===== src/rtl/cache_fill_fsm.sv =====
// rtl/cache_fill_fsm.sv - cache block fill controller: issues block reads, writes returned words and the tag
//
// Purpose: on a cache miss, fetch the whole aligned block from memory one 16-bit
// word per cycle, write each returned word into the data array, and write the
// tag/valid bit together with the last word.
//
// Ports:
//   clk               - clock, rising edge
//   rst               - asynchronous active-high reset
//   miss_detected     - cache miss this cycle
//   miss_address      - byte address of the missing access
//   memory_data_valid - memory returns one word this cycle
//   memory_data       - returned word (routed straight to the data array)
//   fsm_busy          - pipeline stall request
//   mem_en            - issue a memory read this cycle
//   memory_address    - read address issued with mem_en
//   write_data_array  - write memory_data into the data array this cycle
//   fill_address      - data-array byte address for write_data_array
//   write_tag_array   - write tag and valid bit for the block this cycle

module cache_fill_fsm #(
    parameter int BLOCK_WORDS = 8
) (
    input  logic        clk,
    input  logic        rst,
    input  logic        miss_detected,
    input  logic [15:0] miss_address,
    input  logic        memory_data_valid,
    input  logic [15:0] memory_data,
    output logic        fsm_busy,
    output logic        mem_en,
    output logic [15:0] memory_address,
    output logic        write_data_array,
    output logic [15:0] fill_address,
    output logic        write_tag_array
);

    localparam int CW = $clog2(BLOCK_WORDS) + 1;
    // A block spans BLOCK_WORDS*2 bytes, so log2(BLOCK_WORDS)+1 offset bits are cleared.
    localparam logic [15:0] BASE_MASK = 16'hFFFF << CW;
    localparam logic [CW-1:0] FULL = CW'(BLOCK_WORDS);
    localparam logic [CW-1:0] LAST = CW'(BLOCK_WORDS - 1);

    typedef enum logic {
        IDLE,
        FILL
    } state_t;

    state_t        state, state_next;
    logic [15:0]   base, base_next;
    logic [CW-1:0] issue_cnt, issue_next;
    logic [CW-1:0] recv_cnt, recv_next;

    // The returned word travels directly from memory to the data array.
    logic unused_memory_data;
    assign unused_memory_data = ^memory_data;

    always_ff @(posedge clk or posedge rst) begin
        if (rst) begin
            state     <= IDLE;
            base      <= 16'h0000;
            issue_cnt <= '0;
            recv_cnt  <= '0;
        end else begin
            state     <= state_next;
            base      <= base_next;
            issue_cnt <= issue_next;
            recv_cnt  <= recv_next;
        end
    end

    always_comb begin
        state_next       = state;
        base_next        = base;
        issue_next       = issue_cnt;
        recv_next        = recv_cnt;
        fsm_busy         = 1'b0;
        mem_en           = 1'b0;
        memory_address   = base;
        write_data_array = 1'b0;
        fill_address     = base;
        write_tag_array  = 1'b0;

        case (state)
            IDLE: begin
                if (miss_detected) begin
                    fsm_busy   = 1'b1;
                    base_next  = miss_address & BASE_MASK;
                    issue_next = '0;
                    recv_next  = '0;
                    state_next = FILL;
                end
            end
            FILL: begin
                fsm_busy = 1'b1;
                // Reads stream out back-to-back regardless of how fast data returns.
                if (issue_cnt < FULL) begin
                    mem_en         = 1'b1;
                    memory_address = base + 16'({issue_cnt, 1'b0});
                    issue_next     = issue_cnt + CW'(1);
                end
                if (memory_data_valid) begin
                    write_data_array = 1'b1;
                    fill_address     = base + 16'({recv_cnt, 1'b0});
                    recv_next        = recv_cnt + CW'(1);
                    if (recv_cnt == LAST) begin
                        write_tag_array = 1'b1;
                        state_next      = IDLE;
                    end
                end
            end
        endcase
    end

endmodule

===== config.mk =====
export PLATFORM = sky130hd
export DESIGN_NAME = cache_fill_fsm
export DESIGN_NICKNAME = d
export VERILOG_FILES = /design/src/rtl/cache_fill_fsm.sv
export SDC_FILE = /design/constraint.sdc
export NUM_CORES = 1
export LEC_CHECK = 0
export CAP_MARGIN = 20
export CORE_ASPECT_RATIO = 0.8
export CORE_UTILIZATION = 42
export DETAILED_ROUTE_END_ITERATION = 8
export GPL_TIMING_DRIVEN = 1
export PLACE_DENSITY = 0.92
export SYNTH_ARGS = -nofsm -noshare
export SYNTH_HDL_FRONTEND = slang
export SYNTH_SLANG_ARGS = --single-unit

===== constraint.sdc =====
create_clock -name clk -period 4.2 [get_ports clk]
set_input_delay 0.84 -clock clk [delete_from_list [all_inputs] [get_ports clk]]
set_output_delay 0.84 -clock clk [all_outputs]
set_load 0.03 [all_outputs]

# Word-level counts from Yosys, hierarchy flattened
# Index checks and enable logic that the tools add are counted.
# op_classes
div	0
n_reduce_logical	3
mul	0
magnitude_cmp	1
add_sub_neg	4
n_bitwise	1
eq_ne	4
shifts	0
mux	21
# op_table
op	count
16-bit two-way mux	4
16-bit by 5-bit adder with 16-bit output	2
4-bit one-hot mux with 2 select lines	2
4-bit two-way mux	3
1-bit two-way mux	10
4-bit by 1-bit adder with 4-bit output (second input constant)	2
2-bit AND reduction	3
4-bit by 3-bit equality test with 1-bit output (second input constant)	1
4-bit less-than comparator (second input constant)	1
2-bit inequality test (second input constant)	2
1-bit one-hot mux with 2 select lines	2
2-bit by 1-bit inequality test with 1-bit output (second input constant)	1
1-bit inverter	1
# word_totals
input_bits	36
output_inout_bits	36
ramBits	0
reg_bits	21
latch_bits	0
n_memories	0
rom_bits	0
word_cells	38

# Logic depth before layout (Yosys ltp)
# depth
word_depth	4
ltp_mapped	5
depth_no_buf	5

# Worst setup path after synthesis
# OpenSTA, ideal clock, no wires.
# synth_path
path_type	input to output
start	in memory_data_valid
end	out fill_address[7]
path_stages	4
path_slack_ps	1507
n_path_buf	1
required_time_ps	3360
t_arrival_ps	1853
path_cell_list	and2_1 > buf_2 > nand4_1 > xnor2_1
# synth_via
elab_chain_len	2
# synth_lines
item	line	source
start: declaration	28	input logic memory_data_valid,
16-bit two-way mux	102	if (memory_data_valid) begin
16-bit two-way mux	84	case (state)
end: declaration	34	output logic [15:0] fill_address,
# Every way passes these cells.

# Worst setup path in the final report
# layout_path
start	in memory_data_valid
end	out fill_address[15]
# The elaborated chain is that of the path after synthesis.

==> out/qor.csv <==
stage,metric,value,unit
critical_path,crit_path_start,memory_data_valid,
global_route,grt_max_degree,22,
final_layout,drive_gt1_share,6.60,%
clocking,clkLatencyLatePin,0.27,ns
critical_path,cp_data_arrival_time,2.93,ns
place,dp_hpwl,2.27,mm
critical_path,max_stage_delay,0.68,ns
final_layout,multi_input_area,754,um^2
detailed_routing,drc_errors,0,
synthesis,ys_ff_latch,21,
clocking,hold_buffers,0,
floorplanning,fp-row-count,18,
critical_path,required,3.36,ns
synthesis,synthCells,159,
min_path,min-delay-start,recv_cnt[2],
pwr,leakagePower,0.822,nW
synthesis,synth_edf_count,0,
synthesis,synthDistinctLibCells,30,
detailed_routing,first_pass_iters,4,
critical_path,worst-path-buf-inv,2,
clocking,clk_pin_slew,0.07,ns
clocking,clock_path_buffers,2,
clocking,htree_num_levels,1,
global_route,first_global_vias,1098,
critical_path,cp-start-kind,input port,
final_layout,nNetsFinal,239,
floorplanning,dieArea,0.00349,mm^2
global_route,grt_use_total,19.2,%
clocking,cts_buffers,3,
sta,skew,0.00634,ns
clocking,cts_tree,built,
clocking,postCtsSetupRepairBufs,0,
min_path,min-delay-path-class,reg -> reg,
critical_path,path_cells,clkdlybuf4s50_1 > nand3_1 > nor4_2 > xor2_1 > clkdlybuf4s50_1,
final_layout,fillCellCount,268,
place,place.gp.congestion,0.793,
synthesis,synthArstFlopShare,100,%
detailed_routing,vias,1197,
place,port_buffers,49,
run,maxCapViolations,0,
critical_path,worstReg2RegStart,state,
floorplanning,fp.dieH,53.0,um
sta,setup_violations,0,
final_layout,num_antenna_cells,0,
status,status,completed,
synthesis,synth_area_per_cell,8.60,um^2
global_route,antenna_found_initial,0,
sta,setup_tns,0,ns
clocking,cts.repair.resized,0,
critical_path,critPathTopFamily,buffers and inverters,
sta,worst_pin_slew,0.793,ns
detailed_routing,via_per_inst,5.05,
sta,hold_viol,0,
clocking,cts.sinks,21,
pwr,max-vdd-ir-drop,0.473,mV
critical_path,cp_max_fo,8,
sta,period_share,89.7,%
synthesis,synth_largest_type_area_fraction,38.4,%
critical_path,slowest_stage,clkdlybuf4s50_1,
detailed_routing,wl_per_cell,12.9,um
synthesis,ys_top_cells_by_area,"dfrtp_1 38%, nand2_1 12%, xor2_1 7.0%, xnor2_1 5.1%, ha_1 4.6%",
synthesis,ys_seq_area_share,38.4,%
critical_path,cp_common_cell,clkdlybuf4s50_1,
detailed_routing,drt_iter0_markers,95,
critical_path,endpoint_kind,primary output,
floorplanning,dieWidth,65.8,um
synthesis,netlist_top_cells_count,"42 x nand2_1, 21 x dfrtp_1, 11 x xor2_1, 9 x clkbuf_1",
sta,rsz0062_at_grt,false,
synthesis,synth_area,0.00137,mm^2
sta,slew_headroom,47.1,%
detailed_routing,drtAntennaViolNets,0,
floorplanning,initial_core_util,44.3,%
sta,drv_slew,0,
place,dp_worst_setup_slack,0.410,ns
synthesis,yosysMostFrequentCell,nand2_1,
final_layout,seqCellArea,526,um^2
clocking,cts_root_buf,clkbuf_8,
synthesis,synth_ff_type,dfrtp_1,
detailed_routing,wirelength,3.05,mm
pwr,p_per_area,788,mW/mm^2
synthesis,yosysTopAreaCell,dfrtp_1,
floorplanning,core_area,0.00309,mm^2
synthesis,yosysWarnings,0,
global_route,grt.overflow.total,0,
sta,fmax,265,MHz
floorplanning,ios,72,
sta,min_period,3.77,ns
sta,finalWorstSetupSlack,0.431,ns
final_layout,syn2layout_area_growth,37.2,%
critical_path,crit_type,in -> out,
global_route,grt_first_pass_wirelength,4.99,mm
==> sequential cells by signal, indices dropped and copies added (netlist names) <==
name	flops
issue_cnt	4
state	1
base	12
recv_cnt	4
==> cell type report <==
| class | instances | area share (%) |
|---|---|---|
| multi-input combinational | 120 | 40.2 |
| timing repair buffer | 49 | 26.1 |
| clock buffer | 4 | 2.40 |
| sequential | 21 | 28.0 |
| inverter | 3 | 0.600 |
| tap | 40 | 2.67 |
==> report_power, final <==
group,internal [mW],total (mW),switching (mW)
Clock,0.0677,0.134,0.0660
Sequential,0.296,0.436,0.140
Combinational,0.393,0.908,0.516
==> path summary, 6_finish.rpt <==
path,to,slack (ns),cells past startpoint
worst max-delay path,fill_address[15],0.43,5
worst min-delay path,recv_cnt[2],0.51,1
worst max register to register,recv_cnt[1],2.63,3
worst min register to register,recv_cnt[2],0.51,1
max in group asynchronous,issue_cnt[1],2.68,2
min in group asynchronous,base[13],1.02,2
==> kinds of logic after synthesis <==
family / after synthesis / synth area share, %
buffers and inverters: 19 / 6.68
adder cells (fa/ha/maj): 5 / 4.57
XOR/XNOR: 19 / 12.2
multiplexers: 3 / 2.38
AO/OA/AOI/OAI: 5 / 2.10
flip-flops: 21 / 38.4
AND/OR/NAND/NOR: 86 / 33.4
other: 1 / 0.274
==> per-layer routing <==
metal | GRT usage (%) | part of all wire, % | vias up
li1 | - | - | 588
met1 | 24.0 | 47 | 565
met2 | 32.8 | 46 | 42
met3 | 5.39 | 6.5 | 2
met4 | 3.99 | 0.52 | 0
met5 | 0 | 0 | -
==> cells in the final DEF, fill, tap and decap left out, types with 4 or more instances in the layout <==
master           synthesis  routed
clkdlybuf4s50_1          0      49
xnor2_1                  8       8
nand2_1                 42      42
ha_1                     5       5
nor2_1                   8       8
o21ai_0                  4       4
and2_1                   5       5
nor3_1                   6       6
nand3_1                  5       5
dfrtp_1                 21      21
xor2_1                  11      11
nor4_2                   4       4
==> metrics by stage <==
step / area, um^2 / power, mW / hold WS, ns / util [%] / std cells
after floorplan: 1370 / 1.01 / 0.449 / - / 160
after global placement: 1830 / 1.33 / 0.470 / 59.4 / 233
after detailed placement: 1830 / 1.35 / 0.481 / 59.4 / 233
after CTS: 1880 / 1.49 / 0.495 / 60.8 / 237
after global routing: 1880 / 1.57 / 0.560 / 60.8 / 237
final: 1880 / 1.48 / 0.510 / 60.8 / 237
Note: power is estimated with default switching activity, not from simulation.
